## src/rtl/tristate_bus_arbiter_pkg.sv

```systemverilog
// Shared state encodings and width helper for the tristate bus arbiter.
package tristate_bus_arbiter_pkg;

  localparam logic [1:0] ST_IDLE  = 2'd0;
  localparam logic [1:0] ST_GRANT = 2'd1;
  localparam logic [1:0] ST_TURN  = 2'd2;

  typedef enum logic [1:0] {
    IDLE  = ST_IDLE,
    GRANT = ST_GRANT,
    TURN  = ST_TURN
  } state_t;

  // Ceiling log2, floored at 1 so a width derived from it is never zero.
  function automatic int clog2(input int value);
    int r;
    r = 0;
    while ((1 << r) < value) r++;
    return (r < 1) ? 1 : r;
  endfunction

endpackage

```

## src/rtl/tristate_bus_arbiter_if.sv

```systemverilog
// Request/enable bundle between the bus arbiter and its tristate drivers.
interface tristate_bus_arbiter_if
  import tristate_bus_arbiter_pkg::*;
#(
  parameter int N_REQ = 4
) ();

  localparam int GW = clog2(N_REQ);

  logic [N_REQ-1:0] req;
  logic [N_REQ-1:0] en;
  logic [GW-1:0]    grant_id;
  logic             busy;

  modport master (input req, output en, grant_id, busy);
  modport slave  (output req, input en, grant_id, busy);

endinterface

```

## src/rtl/tristate_bus_arbiter_rr_pick.sv

```systemverilog
// Combinational round-robin picker: first requester after last, wrapping modulo N_REQ.
module rr_pick
  import tristate_bus_arbiter_pkg::*;
#(
  parameter int N_REQ = 4,
  parameter int GW    = clog2(N_REQ)
) (
  input  logic [N_REQ-1:0] req,
  input  logic [GW-1:0]    last,
  output logic [GW-1:0]    winner,
  output logic             any_req
);

  logic [GW:0]   sum_w [N_REQ];
  logic [GW-1:0] cand  [N_REQ];

  // cand[gi] is the requester at distance gi+1 from last; explicit wrap handles non-power-of-two N_REQ.
  for (genvar gi = 0; gi < N_REQ; gi++) begin : g_cand
    assign sum_w[gi] = {1'b0, last} + (GW+1)'(gi + 1);
    assign cand[gi]  = (sum_w[gi] >= (GW+1)'(N_REQ)) ? GW'(sum_w[gi] - (GW+1)'(N_REQ))
                                                     : sum_w[gi][GW-1:0];
  end

  always_comb begin
    winner  = '0;
    any_req = 1'b0;
    for (int i = N_REQ - 1; i >= 0; i--) begin
      if (req[cand[i]]) begin
        winner  = cand[i];
        any_req = 1'b1;
      end
    end
  end

endmodule

```

## src/rtl/tristate_bus_arbiter.sv

```systemverilog
// Round-robin arbiter driving one-hot tristate enables with a one-cycle turnaround between grants.
module tristate_bus_arbiter
  import tristate_bus_arbiter_pkg::*;
#(
  parameter int N_REQ    = 4,
  parameter int MAX_HOLD = 8
) (
  input  logic                  clk,
  input  logic                  rst,
  tristate_bus_arbiter_if.master bus
);

  localparam int GW = clog2(N_REQ);
  localparam int HW = clog2(MAX_HOLD + 1);

  state_t           state_reg, state_next;
  logic [N_REQ-1:0] en_reg, en_next;
  logic [GW-1:0]    grant_id_reg, grant_id_next;
  logic [GW-1:0]    last_reg, last_next;
  logic [HW-1:0]    hold_cnt_reg, hold_cnt_next;
  logic             busy_reg, busy_next;
  logic [GW-1:0]    winner;
  logic             any_req;

  rr_pick #(.N_REQ(N_REQ), .GW(GW)) u_pick (
    .req     (bus.req),
    .last    (last_reg),
    .winner  (winner),
    .any_req (any_req)
  );

  always_ff @(posedge clk) begin
    if (rst) begin
      state_reg    <= IDLE;
      en_reg       <= '0;
      grant_id_reg <= '0;
      last_reg     <= GW'(N_REQ - 1);
      hold_cnt_reg <= '0;
      busy_reg     <= 1'b0;
    end else begin
      state_reg    <= state_next;
      en_reg       <= en_next;
      grant_id_reg <= grant_id_next;
      last_reg     <= last_next;
      hold_cnt_reg <= hold_cnt_next;
      busy_reg     <= busy_next;
    end
  end

  always_comb begin
    state_next    = state_reg;
    en_next       = '0;
    grant_id_next = grant_id_reg;
    last_next     = last_reg;
    hold_cnt_next = hold_cnt_reg;
    case (state_reg)
      IDLE, TURN: begin
        // TURN and IDLE differ only in that en was just dropped; both grant on any request.
        if (any_req) begin
          state_next       = GRANT;
          en_next[winner]  = 1'b1;
          grant_id_next    = winner;
          hold_cnt_next    = HW'(1);
        end else begin
          state_next = IDLE;
        end
      end
      GRANT: begin
        if (!bus.req[grant_id_reg] || hold_cnt_reg == HW'(MAX_HOLD)) begin
          state_next = TURN;
          last_next  = grant_id_reg;
        end else begin
          en_next[grant_id_reg] = 1'b1;
          hold_cnt_next         = hold_cnt_reg + HW'(1);
        end
      end
      default: begin
        state_next = IDLE;
      end
    endcase
    busy_next = (state_next == GRANT);
  end

  assign bus.en       = en_reg;
  assign bus.grant_id = grant_id_reg;
  assign bus.busy     = busy_reg;

endmodule
```

## src/flat_wrapper.sv

```systemverilog
// flat-port wrapper written by rule: the top's interface ports become plain ports
module tristate_bus_arbiter_flat import tristate_bus_arbiter_pkg::*;
#(
  parameter int N_REQ    = 4,
  parameter int MAX_HOLD = 8
)
  (clk, rst, bus_req, bus_en, bus_grant_id, bus_busy);
  tristate_bus_arbiter_if #(.N_REQ(N_REQ)) bus_i ();
  input  logic clk;
  input  logic rst;
  input wire logic [$bits(bus_i.req)-1:0] bus_req;
  output wire logic [$bits(bus_i.en)-1:0] bus_en;
  output wire logic [$bits(bus_i.grant_id)-1:0] bus_grant_id;
  output wire logic [$bits(bus_i.busy)-1:0] bus_busy;
  assign bus_i.req = bus_req;
  assign bus_en = bus_i.en;
  assign bus_grant_id = bus_i.grant_id;
  assign bus_busy = bus_i.busy;
  tristate_bus_arbiter #(.N_REQ(N_REQ), .MAX_HOLD(MAX_HOLD)) u_core (.clk(clk), .rst(rst), .bus(bus_i));
endmodule
```

## config.mk

```make
export PLATFORM = sky130hd
export DESIGN_NAME = tristate_bus_arbiter_flat
export DESIGN_NICKNAME = d
export VERILOG_FILES = /design/src/rtl/tristate_bus_arbiter_pkg.sv /design/src/rtl/tristate_bus_arbiter_if.sv /design/src/rtl/tristate_bus_arbiter_rr_pick.sv /design/src/rtl/tristate_bus_arbiter.sv /design/src/flat_wrapper.sv
export SDC_FILE = /design/constraint.sdc
export NUM_CORES = 1
export LEC_CHECK = 0
export ABC_AREA = 1
export CAP_MARGIN = 20
export CORE_MARGIN = 5
export CORE_UTILIZATION = 52
export DETAILED_ROUTE_END_ITERATION = 8
export PLACE_DENSITY = 0.77
export SLEW_MARGIN = 20
export SYNTH_ARGS = -nofsm -noshare
export SYNTH_HDL_FRONTEND = slang
export SYNTH_SLANG_ARGS = --single-unit
```

## constraint.sdc

```tcl
create_clock -name clk -period 1.8 [get_ports clk]
set_input_delay 0.36 -clock clk [delete_from_list [all_inputs] [get_ports clk]]
set_output_delay 0.36 -clock clk [all_outputs]
set_load 0.1 [all_outputs]
```

==> flow_summary.json <==
{
  "outcome": "complete, no violations",
  "cts_tree": "done",
  "finalCriticalPeriod_ns": 1.61,
  "grt_pass1_wl_um": 3370,
  "clk_latency_ns": 0.28,
  "power.density_nw_per_um2": 1470,
  "synth.mux.area_fraction_pct": 0,
  "grt.overflow.total": 0,
  "drtPass1Iterations": 4,
  "fmax_ghz": 0.621,
  "wirelength_um": 2010,
  "ys_seq_area_share_pct": 33.5,
  "synth_xor_area_share_pct": 0,
  "rows": 15,
  "ys_warn_count": 0,
  "syn_inst": 135,
  "total_power_mw": 1.70,
  "drive_gt1_share_pct": 24.8,
  "synthesis.nets": 143,
  "dpl_cell_area_um2": 1130,
  "max_stage_delay_ns": 0.54,
  "slew_headroom_pct": 76.0,
  "cts.clk_slew.worst_paths_ns": 0.08,
  "areaGrowthSynthToFinish_pct": 28.5,
  "htree_levels": 1,
  "cts-root-buf": "clkbuf_4",
  "nets": 162,
  "cts_inserted_buffers": 3,
  "port_buffers": 12,
  "crit_chain": "buf_4 > nand2_1 > nand2_1 > nand2_1 > nand2_1 > nand2_1 > nand2_1 > nand2_1 > nand2_1 > nand4_1 > a21oi_1",
  "cts_resized": 0,
  "p_leak_nw": 0.557,
  "syn_avg_cell_area_um2": 6.65,
  "dieHeight_um": 51.5,
  "cp_common_cell": "nand2_1",
  "crit_fanout": 8,
  "holdCritPathClass": "reg -> reg",
  "drt_iter0_drc": 23,
  "cts_max_path_buffers": 2,
  "dpl.hpwl_um": 1600,
  "grt_max_degree": 10,
  "avgViaCountPerCell": 5.18,
  "core_um2": 1690,
  "vias": 880,
  "vdd_ir_drop_max_uv": 1160,
  "grt_usage_pct": 17.0,
  "synthSimpleGateAreaFrac_pct": 43.2,
  "cts_hold_buf": 0,
  "initial_core_util_pct": 53.1,
  "rsz0062_at_grt": "no",
  "cp-start-kind": "flip-flop",
  "drtAntennaViolNets": 0,
  "die_area_um2": 2660,
  "max_slew.worst_pin.slew_ns": 0.360,
  "cp_slowest_cell": "dfxtp_1",
  "synth_area_um2": 897,
  "final_common_cell": "nand2_1",
  "postCtsSetupBuffers": 0,
  "ios": 13,
  "post_drt_wl_per_cell_um": 11.8,
  "drv_slew": 0,
  "timing.final.crit_share_pct": 89.4,
  "routabilityCongestion": 0.825,
  "synth_top_family_by_area": "simple AND/OR/NAND/NOR gates",
  "first_global_vias": 812,
  "skew_ns": 0.000533,
  "required_ns": 2.02,
  "hold_viol": 0,
  "synth_compound_area_share_pct": 8.65,
  "die_x_um": 51.5,
  "ys_ff_latch": 15,
  "fillers": 133,
  "maxCapViolations": 0,
  "crit_path_end_kind": "flip-flop",
  "crit_arrival_ns": 1.83,
  "synthDistinctLibCells": 24,
  "antenna_found_initial": 0,
  "synthAdderAreaFrac_pct": 2.79,
  "final_cell_mix": "nand2_1 (36), nand3_1 (17), inv_1 (16), dfxtp_1 (13)",
  "critical_path_class": "reg -> reg",
  "antennaDiodeCount": 0,
  "design_area_um2": 1150,
  "drc_errors": 0,
  "clock_sinks": 15,
  "setup_viol": 0
}
[report_power, final]
group          switching, mW  leakage [nW]  internal (mW)
Sequential            0.0938         0.124          0.404
Clock                  0.102        0.0150         0.0862
Combinational          0.668         0.418          0.345
[per-stage QoR]
step / utilization [%] / TNS (ns) / setup slack, ns / hold slack (ns) / instances
after global routing: 68.2 / 0 / 0.0264 / 0.521 / 170
after CTS: 68.2 / 0 / 0.195 / 0.495 / 170
after detailed placement: 66.7 / -0.309 / -0.0748 / 0.481 / 166
after global placement: 66.7 / -0.0690 / -0.0604 / 0.472 / 166
final: 68.2 / 0 / 0.190 / 0.494 / 170
after floorplan: - / 0 / 0.195 / 0.465 / 135
[per-layer routing]
layer  GRT usage (%)  routed length, um  vias to the layer above
met5               0                  0                        -
met4            9.61                 42                        0
met3            4.30                 81                        5
met2            29.4               1010                       16
met1            18.7                879                      394
li1                -                  -                      465
[final cells by class]
cell class	instances	area [um^2]	share of cell area [%]
Multi-Input combinational cell	96	490	42.6
Sequential cell	15	303	26.3
Timing Repair Buffer	16	220	19.1
Clock buffer	4	26.3	2.28
Inverter	22	91.3	7.93
Tap cell	17	21.3	1.85
[path summary, 6_finish.rpt]
path	startpoint	endpoint	slack, ns	cells after the start
setup / recovery	u_core.last_reg[0]	u_core.bus.en[3]	0.19	11
hold / removal	u_core.hold_cnt_reg[1]	u_core.hold_cnt_reg[1]	0.49	2
setup reg to reg	u_core.last_reg[0]	u_core.bus.en[3]	0.19	11
hold reg to reg	u_core.hold_cnt_reg[1]	u_core.hold_cnt_reg[1]	0.49	2
[critical path, delay by kind of cell (launching register included)]
kind                   cells  cell delay, ns
buffers and inverters      1            0.19
DFF                        1            0.54
AOI/OAI and AO/OA          1            0.14
and+or+nand+nor            9            0.67
[logic make-up (layout without fill, tap and decap cells)]
| group | Yosys count | after routing |
|---|---|---|
| AOI/OAI and AO/OA | 13 | 13 |
| adders and majority gates | 2 | 2 |
| buffers and inverters | 24 | 42 |
| DFF | 15 | 15 |
| and+or+nand+nor | 81 | 81 |
[cells in the mapped netlist]
master / instances / area, um^2
nand2_1: 36 / 135
nand3_1: 17 / 85.1
inv_1: 16 / 60.1
dfxtp_1: 15 / 300
nand2_2: 10 / 62.6
nor2_1: 10 / 37.5
a21oi_1: 7 / 35.0
inv_2: 3 / 11.3
a21oi_2: 2 / 17.5
ha_1: 2 / 25.0
nand4_1: 2 / 12.5
nor3_1: 2 / 10.0
o211ai_1: 2 / 15.0
buf_6: 1 / 11.3
clkbuf_1: 1 / 3.75
clkinv_2: 1 / 5.00
inv_4: 1 / 6.26
inv_6: 1 / 8.76
nand2_4: 1 / 11.3
nor2_2: 1 / 6.26
nor2_4: 1 / 11.3
nor3_4: 1 / 16.3
o21ai_0: 1 / 5.00
o21ai_1: 1 / 5.00
(Power assumes the default switching activity.)
